[src/rtl/fifo_rd_arbiter.sv]
// Round-robin read-port scheduler for an async FIFO: grants bursts to NREQ
// consumers, gates the FIFO pop, tags data with the grantee ID, aborts starved bursts.
module fifo_rd_arbiter #(
  parameter int NREQ  = 4,
  parameter int IDW   = 2,
  parameter int LENW  = 4,
  parameter int DSIZE = 8,
  parameter int TMO   = 16
) (
  input  logic                 rclk_i,
  input  logic                 rrst_n_i,
  input  logic [NREQ-1:0]      req_i,
  input  logic [NREQ*LENW-1:0] req_len_i,
  output logic [NREQ-1:0]      grant_o,
  input  logic                 rd_ready_i,
  input  logic                 fifo_empty_i,
  input  logic [DSIZE-1:0]     fifo_rdata_i,
  output logic                 ren_o,
  output logic                 rd_valid_o,
  output logic [DSIZE-1:0]     rd_data_o,
  output logic [IDW-1:0]       rd_id_o,
  output logic                 done_o,
  output logic                 abort_o,
  output logic                 busy_o,
  output logic [1:0]           dbg_state_o
);

  // Handshake: a word moves to the granted consumer in any BURST cycle where the
  // FIFO is non-empty and rd_ready_i is high; that same cycle pops the FIFO
  // (ren_o) and flags the word (rd_valid_o). There is no other transfer path.

  localparam int TW = (TMO < 1) ? 1 : $clog2(TMO + 1);
  localparam logic [TW-1:0] TMAX = '1;

  typedef enum logic [1:0] {
    S_IDLE  = 2'd0,
    S_BURST = 2'd1,
    S_DONE  = 2'd2
  } state_t;

  state_t            r_state;
  logic [IDW-1:0]    r_last;
  logic [IDW-1:0]    r_id;
  logic [NREQ-1:0]   r_grant;
  logic [LENW-1:0]   r_remain;
  logic [TW-1:0]     r_tmo;
  logic              r_done;
  logic              r_abort;

  logic              w_found;
  logic [IDW-1:0]    w_pick;
  logic [LENW-1:0]   w_len;
  logic              w_ren;
  logic [TW-1:0]     w_tmo_nxt;
  logic              w_tmo_hit;

  // Search from last+1 upward; IDW-bit addition gives the modulo-NREQ wrap.
  always_comb begin
    logic [IDW-1:0] v_idx;
    w_found = 1'b0;
    w_pick  = '0;
    v_idx   = '0;
    for (int i = 1; i <= NREQ; i++) begin
      v_idx = r_last + IDW'(i);
      if (!w_found && req_i[v_idx]) begin
        w_found = 1'b1;
        w_pick  = v_idx;
      end
    end
  end

  assign w_len     = req_len_i[int'(w_pick)*LENW +: LENW];
  assign w_ren     = (r_state == S_BURST) & ~fifo_empty_i & rd_ready_i;
  assign w_tmo_nxt = (r_tmo == TMAX) ? r_tmo : r_tmo + 1'b1;
  assign w_tmo_hit = (TMO != 0) && fifo_empty_i && (w_tmo_nxt == TW'(TMO));

  always_ff @(posedge rclk_i or negedge rrst_n_i) begin
    if (!rrst_n_i) begin
      r_state  <= S_IDLE;
      r_last   <= IDW'(NREQ - 1);
      r_id     <= '0;
      r_grant  <= '0;
      r_remain <= '0;
      r_tmo    <= '0;
      r_done   <= 1'b0;
      r_abort  <= 1'b0;
    end else begin
      case (r_state)
        S_IDLE: begin
          if (w_found) begin
            r_grant  <= NREQ'(1) << w_pick;
            r_id     <= w_pick;
            r_remain <= w_len;
            r_tmo    <= '0;
            r_last   <= w_pick;
            r_state  <= S_BURST;
          end
        end
        S_BURST: begin
          if (w_ren) begin
            if (r_remain == '0) begin
              r_done  <= 1'b1;
              r_abort <= 1'b0;
              r_state <= S_DONE;
            end else begin
              r_remain <= r_remain - 1'b1;
            end
          end
          // Only empty cycles age the burst; consumer stalls never do.
          if (fifo_empty_i) begin
            r_tmo <= w_tmo_nxt;
            if (w_tmo_hit) begin
              r_done  <= 1'b1;
              r_abort <= 1'b1;
              r_state <= S_DONE;
            end
          end else begin
            r_tmo <= '0;
          end
        end
        S_DONE: begin
          r_done  <= 1'b0;
          r_abort <= 1'b0;
          r_grant <= '0;
          r_state <= S_IDLE;
        end
        default: r_state <= S_IDLE;
      endcase
    end
  end

  assign ren_o       = w_ren;
  assign rd_valid_o  = w_ren;
  assign rd_data_o   = fifo_rdata_i;
  assign rd_id_o     = r_id;
  assign grant_o     = r_grant;
  assign done_o      = r_done;
  assign abort_o     = r_abort;
  assign busy_o      = (r_state != S_IDLE);
  assign dbg_state_o = r_state;

endmodule

[config.mk]
export PLATFORM = sky130hd
export DESIGN_NAME = fifo_rd_arbiter
export DESIGN_NICKNAME = d
export VERILOG_FILES = /design/src/rtl/fifo_rd_arbiter.sv
export SDC_FILE = /design/constraint.sdc
export NUM_CORES = 1
export LEC_CHECK = 0
export CAP_MARGIN = 30
export CORE_ASPECT_RATIO = 1.1
export CORE_MARGIN = 5
export CORE_UTILIZATION = 45
export DETAILED_ROUTE_END_ITERATION = 6
export PLACE_DENSITY = 0.81
export SYNTH_ARGS = -nofsm -noshare
export SYNTH_HDL_FRONTEND = slang
export SYNTH_SLANG_ARGS = --single-unit
[constraint.sdc]
create_clock -name rclk_i -period 2.2 [get_ports rclk_i]
set_clock_uncertainty 0.2 [all_clocks]
set_input_delay 0.22 -clock rclk_i [delete_from_list [all_inputs] [get_ports rclk_i]]
set_output_delay 0.22 -clock rclk_i [all_outputs]
set_load 0.02 [all_outputs]
==> summary.txt, run 1 <==
Pwr
  • Peak supply drop: 0.412 mV
  • Static leakage: 0.000868 uW
  • Power Dens Cells: 1080 nW/um^2

Layout
  • Fill cells: 262
  • Area of all sequential standard cells: 528 sq um
  • Fraction of final layout cells with drive strength greater than 1: 15.5%
  • Final-stage net count: 244
  • Layout-stage area growth over the synthesis result: 29.5%
  • Cell area after layout: 1920 sq um
  • Count of inserted antenna diode cells: 0
  • Core Util, Final: 62.0%
  • Layout Cells excl Fill: 240
  • Total area of multi-input combinational cells: 833 sq um

Yosys
  • Dominant cell type by area after synthesis: dfrtp_1
  • Yosys cell types: 46
  • Total number of yosys warnings: 0
  • Register bit count reported by yosys: 21
  • Average cell area after synthesis: 8.84 sq um
  • Post-Synthesis Cell Area: 1490 sq um
  • Seq/Total Area, Yosys: 35.6%
  • Synthesized Nets: 205
  • Area contributors post-synth: dfrtp_1 (32%), nand2_1 (5.8%), a21oi_1 (4.7%)
  • Gate count of the mapped netlist: 168
  • Yosys top cell area share: 32.0%

Clock tree
  • Clock H-tree levels: 1
  • Number of clock sinks seen by CTS: 21
  • CTS Hold Bufs: 0
  • Clock latency on the worst-skew pair: 310 ps
  • CTS max path bufs: 2
  • Number of buffers inserted by post-CTS setup repair: 0
  • Number of buffers added by the clock tree synthesis step: 3
  • CTS clock-pin slew for the worst setup and hold paths: 110 ps
  • Clock root cell: clkbuf_4
  • CTS tree: yes

Run status
  • Status: complete, no violations

Place
  • Number of buffer cells added on primary ports: 36
  • Instance area at placement: 1880 sq um
  • Cell total after placement: 236
  • Final weighted congestion in routability-driven placement: 0.861
  • Post-DP HPWL: 3.02 mm

GRT
  • Global-route wire length before repair: 6.49 mm
  • Total grt overflow: 0
  • Via count of the first global-routing pass: 1433
  • Global-route total usage across every layer: 17.6%
  • Maximum number of pins on one net before global-route repair: 22
  • Antenna violations before repair: 0

Routing
  • DRC: 0
  • Mean routed wirelength per cell: 15.6 um
  • Initial DRC Count: 119
  • Drt pass-1 iters: 4
  • Total detailed-routing wirelength: 3.74 mm
  • Vias after detailed routing: 1397
  • Via density per instance: 5.82
  • ANT nets after route: 0

Setup path
  • Kind of end point of the critical path: flip-flop
  • Arrival time at the worst endpoint: 2110 ps
  • Critical path startpoint category: flip-flop
  • Worst-path cell with the longest stage delay: dfrtp_1
  • Max Fanout on Critical Path: 5
  • Sequence of cells on the critical path: inv_1, ha_2, and3b_1, buf_4, nand4_1, a2111oi_4, a311oi_2, o21ai_1
  • R2r setup slk: 120 ps
  • Largest incremental delay on the critical path: 410 ps
  • Required @ worst endpoint: 2240 ps
  • Category of the most critical setup path: reg2reg

STA
  • Slew at the pin with the worst max-slew slack: 463 ps
  • Hold Violations, Final: 0
  • Worst hold slack: 37.9 ps
  • Final setup violating endpoints: 0
  • Final worst-path cycle share: 94.4%
  • Final min period: 2080 ps
  • Fmax: 482 MHz
  • Number of pins with negative max-slew slack in the final report: 0
  • Headroom to the max-slew limit: 69.1%
  • Setup repair after global routing missed its margin: true

Floorplanning
  • Floorplan die height: 70.3 um
  • Core Area: 3100 sq um
  • Die W: 64.8 um
  • Die footprint: 4550 sq um
  • Starting density of the core: 47.9%
  • Ports: 53
  • Cell Rows: 21

Worst hold path
  • Path type of the worst min-delay path: in2async

Run
  • Number of max-cap violations: 0
==> through the flow <==
step	worst slack, ps	power (uW)	TNS, ps
after floorplan	67.6	1460	0
after global placement	33.5	1850	0
after detailed placement	-30.5	1910	-83.1
after CTS	19.8	2100	0
after global routing	-28.2	2280	-28.2
final	124	2090	0
==> per-layer routing <==
metal	global-route usage, %	wire [um]	vias up
li1	-	-	675
met1	19.7	1510	681
met2	32.2	1960	37
met3	3.85	225	4
met4	6.10	42	0
met5	0	0	-
==> cell usage in the layout, fill, tap and decap left out, drive strengths merged, types with 4 or more instances in the layout <==
cell type / synthesis / final
a31oi: 5 / 5
nand2: 23 / 23
inv: 11 / 11
nor2b: 4 / 4
ha: 5 / 5
dfrtp: 19 / 19
clkdlybuf4s50: 0 / 33
a21oi: 14 / 14
nor2: 9 / 9
mux2: 5 / 5
a221oi: 5 / 5
nand2b: 4 / 4
buf: 13 / 12
o21ai: 12 / 12
==> synth_stat cells (all sizes together) <==
cell and number:
a21oi 14, a31oi 5, and3 3, a22oi 1, ha 5, and3b 1, buf 13, and2b 1
o41ai 1, inv 11, o21a 1, dfstp 2, nor4 1, nor2b 4, o221a 1, a21o 2
nand2 23, a31o 1, or2 1, a41o 1, and2 2, a2111oi 1, a221oi 5, clkbuf 1
dfrtp 19, nor3 1, a311oi 1, mux2i 3, nand2b 4, o211a 1, o2bb2ai 1, mux2 5
nor2 9, nand3 2, o311ai 1, nand4 3, o22ai 3, o21ai 12, nor3b 1, or4 1
==> state kept, by name, summed over array words and instances (netlist names) <==
signal and count:
r_last 2, r_tmo 5, done_o 1, abort_o 1
r_remain 4, grant_o 4, dbg_state_o 2, rd_id_o 2
==> kinds of logic after synthesis <==
family / after synthesis / share of synthesized area [%]
flip-flops: 21 / 35.6
AND/OR/NAND/NOR: 57 / 20.1
adder cells (fa/ha/maj): 5 / 4.21
AO/OA/AOI/OAI: 52 / 24.9
multiplexers: 8 / 5.81
buffers and inverters: 25 / 9.35
==> worst paths after layout <==
kind | start | to | cells after the start
worst max-delay path | dbg_state_o[1]$_DFFE_PN0N_ | r_remain[3]$_DFFE_PN0P_ | 8
worst min-delay path | rrst_n_i | r_tmo[2]$_DFFE_PN0P_ | 2
worst max register to register | dbg_state_o[1]$_DFFE_PN0N_ | r_remain[3]$_DFFE_PN0P_ | 8
worst min register to register | rd_id_o[1]$_DFFE_PN0P_ | rd_id_o[1]$_DFFE_PN0P_ | 2
max in group asynchronous | rrst_n_i | r_last[1]$_DFFE_PN1P_ | 2
min in group rclk_i | fifo_rdata_i[3] | rd_data_o[3] | 0
==> final cells by class <==
class / count / share of cell area (%)
multi-input combinational: 122 / 43.3
sequential: 21 / 27.5
timing repair buffer: 48 / 23.4
tap: 34 / 2.21
inverter: 11 / 2.15
clock buffer: 3 / 1.17
clock inverter: 1 / 0.260
==> power breakdown <==
group | internal [uW] | switching, uW
Sequential | 532 | 112
Combinational | 587 | 669
Clock | 67.9 | 118
Total | 1190 | 898
==> critical path, delay by kind of cell, from the launching register on <==
kind                       cells  cell delay (ps)
DFF                            1              410
AOI/OAI and AO/OA              3              520
adders and majority gates      1              240
buffers and inverters          2              250
and+or+nand+nor                2              380
==> what timing repair did <==
action,in CTS,in global routing
endpoints found under the setup margin,2,4
gates resized for setup,2,3
pin swaps,0,1
No activity file was read; power rests on OpenSTA's default activity.
==> inputs of run 2 (changes only) <==
--- a/config.mk
+++ b/config.mk
@@ -8,9 +8,10 @@
 export CAP_MARGIN = 30
 export CORE_ASPECT_RATIO = 1.1
 export CORE_MARGIN = 5
-export CORE_UTILIZATION = 45
+export CORE_UTILIZATION = 46
+export CTS_BUF_LIST = sky130_fd_sc_hd__clkbuf_8
 export DETAILED_ROUTE_END_ITERATION = 6
-export PLACE_DENSITY = 0.81
+export PLACE_DENSITY = 0.83
 export SYNTH_ARGS = -nofsm -noshare
 export SYNTH_HDL_FRONTEND = slang
 export SYNTH_SLANG_ARGS = --single-unit
==> summary.txt, run 2 (synthesized netlist as in run 1, its figures left out) <==
Floorplanning
  • Cell Rows: 21 (unchanged)
  • Die W: 64.2 um (-0.93%)
  • Die footprint: 4470 sq um (-1.9%)
  • Core Area: 3070 sq um (-0.85%)
  • Floorplan die height: 69.6 um (-0.94%)
  • Starting density of the core: 48.3% (+0.41 points)
  • Ports: 53 (unchanged)

Setup path
  • Max Fanout on Critical Path: 6 (+1)
  • R2r worst-path depth: 7 (-1)
  • Required @ worst endpoint: 1780 ps (-460 ps)
  • Kind of end point of the critical path: primary output
  • R2r setup slk: 160 ps (+40 ps)
  • Worst-path cell with the longest stage delay: dfrtp_1
  • Launching point of the worst reg2reg path: dbg_state_o[1]$_DFFE_PN0N_
  • Arrival time at the worst endpoint: 1650 ps (-460 ps)
  • Category of the most critical setup path: reg2out
  • Crit path buf inv count: 2 (unchanged)
  • Category of cells accounting for the largest share of critical-path delay: buffers and inverters
  • Largest incremental delay on the critical path: 400 ps (about the same)
  • Critical path startpoint category: flip-flop
  • R2R Path End: r_remain[3]$_DFFE_PN0P_
  • Sequence of cells on the critical path: inv_1, ha_1, and3b_1, dlygate4sd2_1

Place
  • Number of buffer cells added on primary ports: 36 (unchanged)
  • Setup WS pre-CTS: -127 ps (-96.7 ps)
  • Final weighted congestion in routability-driven placement: 0.867 (+0.65%)
  • Post-DP HPWL: 2.97 mm (-1.5%)
  • Instance area at placement: 1870 sq um (-0.80%)

Pwr
  • Power Dens Cells: 1110 nW/um^2 (+2.3%)
  • Peak supply drop: 0.834 mV (+100%)
  • Static leakage: 0.000867 uW (-0.14%)
  • Final Power: 2130 uW (+1.9%)

Clock tree
  • CTS tree: yes
  • CTS Hold Bufs: 0 (unchanged)
  • CTS clock-pin slew for the worst setup and hold paths: 80 ps (-30 ps)
  • CTS max path bufs: 2 (unchanged)
  • Number of buffers added by the clock tree synthesis step: 3 (unchanged)
  • Number of clock sinks seen by CTS: 21 (unchanged)
  • Clock root cell: clkbuf_8
  • Clock latency on the worst-skew pair: 260 ps (-50 ps)
  • Clock H-tree levels: 1 (unchanged)

GRT
  • Global-route wire length before repair: 6.41 mm (-1.2%)
  • Via count of the first global-routing pass: 1433 (unchanged)
  • Total grt overflow: 0 (unchanged)
  • Antenna violations before repair: 0 (unchanged)
  • Maximum number of pins on one net before global-route repair: 22 (unchanged)
  • Global-route total usage across every layer: 17.1% (-0.51 points)

Run status
  • Status: complete, no violations

STA
  • Final worst-path cycle share: 94.2% (-0.14 points)
  • Setup repair after global routing missed its margin: false
  • Worst hold slack: 99.7 ps (+61.8 ps)
  • Worst Slack Setup Final: 127 ps (+3.17 ps)
  • Number of pins with negative max-slew slack in the final report: 0 (unchanged)
  • Final min period: 2070 ps (-3.17 ps)
  • Fmax: 482 MHz (+0.15%)
  • Headroom to the max-slew limit: 66.7% (-2.4 points)
  • Hold Violations, Final: 0 (unchanged)
  • Slew at the pin with the worst max-slew slack: 499 ps (+36.3 ps)
  • Final setup violating endpoints: 0 (unchanged)

Layout
  • Commonest cells after routing, fill and taps aside: clkdlybuf4s50_1 (33), nand2_1 (23), dfrtp_1 (19)
  • Most common cell after layout, fill and taps aside: clkdlybuf4s50_1
  • Largest reg by FF count: r_tmo
  • Number of flip-flops in the largest register: 5 (unchanged)
  • Final-stage net count: 242 (-0.82%)
  • Cell area after layout: 1920 sq um (-0.39%)
  • Fraction of final layout cells with drive strength greater than 1: 14.7% (-0.83 points)
  • Layout-stage area growth over the synthesis result: 29.0%
  • Count of inserted antenna diode cells: 0 (unchanged)

Run
  • Number of max-cap violations: 0 (unchanged)

Worst hold path
  • Path type of the worst min-delay path: in2async

Routing
  • Drt pass-1 iters: 4 (unchanged)
  • Vias after detailed routing: 1391 (-0.43%)
  • Total detailed-routing wirelength: 3.79 mm (+1.3%)
  • Via density per instance: 5.84 (+0.41%)
  • Initial DRC Count: 95 (-20%)
  • DRC: 0 (unchanged)
  • ANT nets after route: 0 (unchanged)
  • Mean routed wirelength per cell: 15.9 um (+2.1%)
==> run 2: cell count changes in the layout (fill, tap and decap cells not counted) <==
cell and delta:
ha_2 -1, clkbuf_4 -3, buf_4 -2, ha_1 +1, a2111oi_2 +1, a2111oi_4 -1
a21oi_2 +1, clkbuf_8 +3, a21oi_1 -1
==> run 2: worst max-delay path by stage <==
| stage | start | slack (ps) | endpoint | cells after the start |
|---|---|---|---|---|
| finish | dbg_state_o[1]$_DFFE_PN0N_ | 130 | rd_valid_o | 4 |
| CTS | dbg_state_o[0]$_DFFE_PN0N_ | 60 | busy_o | 4 |
| global route | dbg_state_o[1]$_DFFE_PN0N_ | 30 | r_remain[3]$_DFFE_PN0P_ | 7 |
| detailed placement | req_i[1] | -130 | r_remain[0]$_DFFE_PN0P_ | 6 |
| floorplan | dbg_state_o[1]$_DFFE_PN0N_ | 70 | r_remain[3]$_DFFE_PN0P_ | 9 |
| global placement | req_i[1] | 20 | r_remain[0]$_DFFE_PN0P_ | 7 |
==> run 2: metal layers <==
layer	vias to the layer above	global-route usage, %	routed length, um	part of all wire (%)
li1	670	-	-	-
met1	670	20.3	1540	41
met2	47	31.1	2000	53
met3	4	2.76	208	5.5
met4	0	4.98	35	0.92
met5	-	0	0	0
==> run 2: what timing repair did <==
item | in CTS | in global routing
setup buffers | 0 | 0
cloned | 0 | 0
resized for setup | 2 | 2
endpoints found under the setup margin | 2 | 2
pin swaps | 0 | 0
==> run 2: cell type report <==
type                       instances  area (sq um)
multi-input combinational        122           822
clock inverter                     1          5.00
inverter                          11          41.3
sequential                        21           528
timing repair buffer              46           435
tap                               34          42.5
clock buffer                       3          41.3
fill                             276          1160
==> run 2: worst reg2reg max path, delay by kind of cell, from the launching register on <==
| kind | cells | cell delay, ps |
|---|---|---|
| AOI/OAI and AO/OA | 3 | 540 |
| buffers and inverters | 1 | 130 |
| DFF | 1 | 400 |
| adders and majority gates | 1 | 220 |
| and+or+nand+nor | 2 | 480 |
==> run 2: report_power, final <==
group | leakage, uW | switching [uW] | internal [uW]
clock network | 0.0000255 | 128 | 126
logic | 0.000583 | 666 | 562
registers | 0.000258 | 111 | 533
total | 0.000867 | 905 | 1220
==> run 2: stage by stage <==
step | setup TNS (ps) | utilization, % | instances
floorplan | 0 | - | 168
global placement | 0 | 60.7 | 234
detailed placement | -453 | 60.7 | 234
CTS | 0 | 62.1 | 238
global route | 0 | 62.3 | 238
finish | 0 | 62.3 | 238
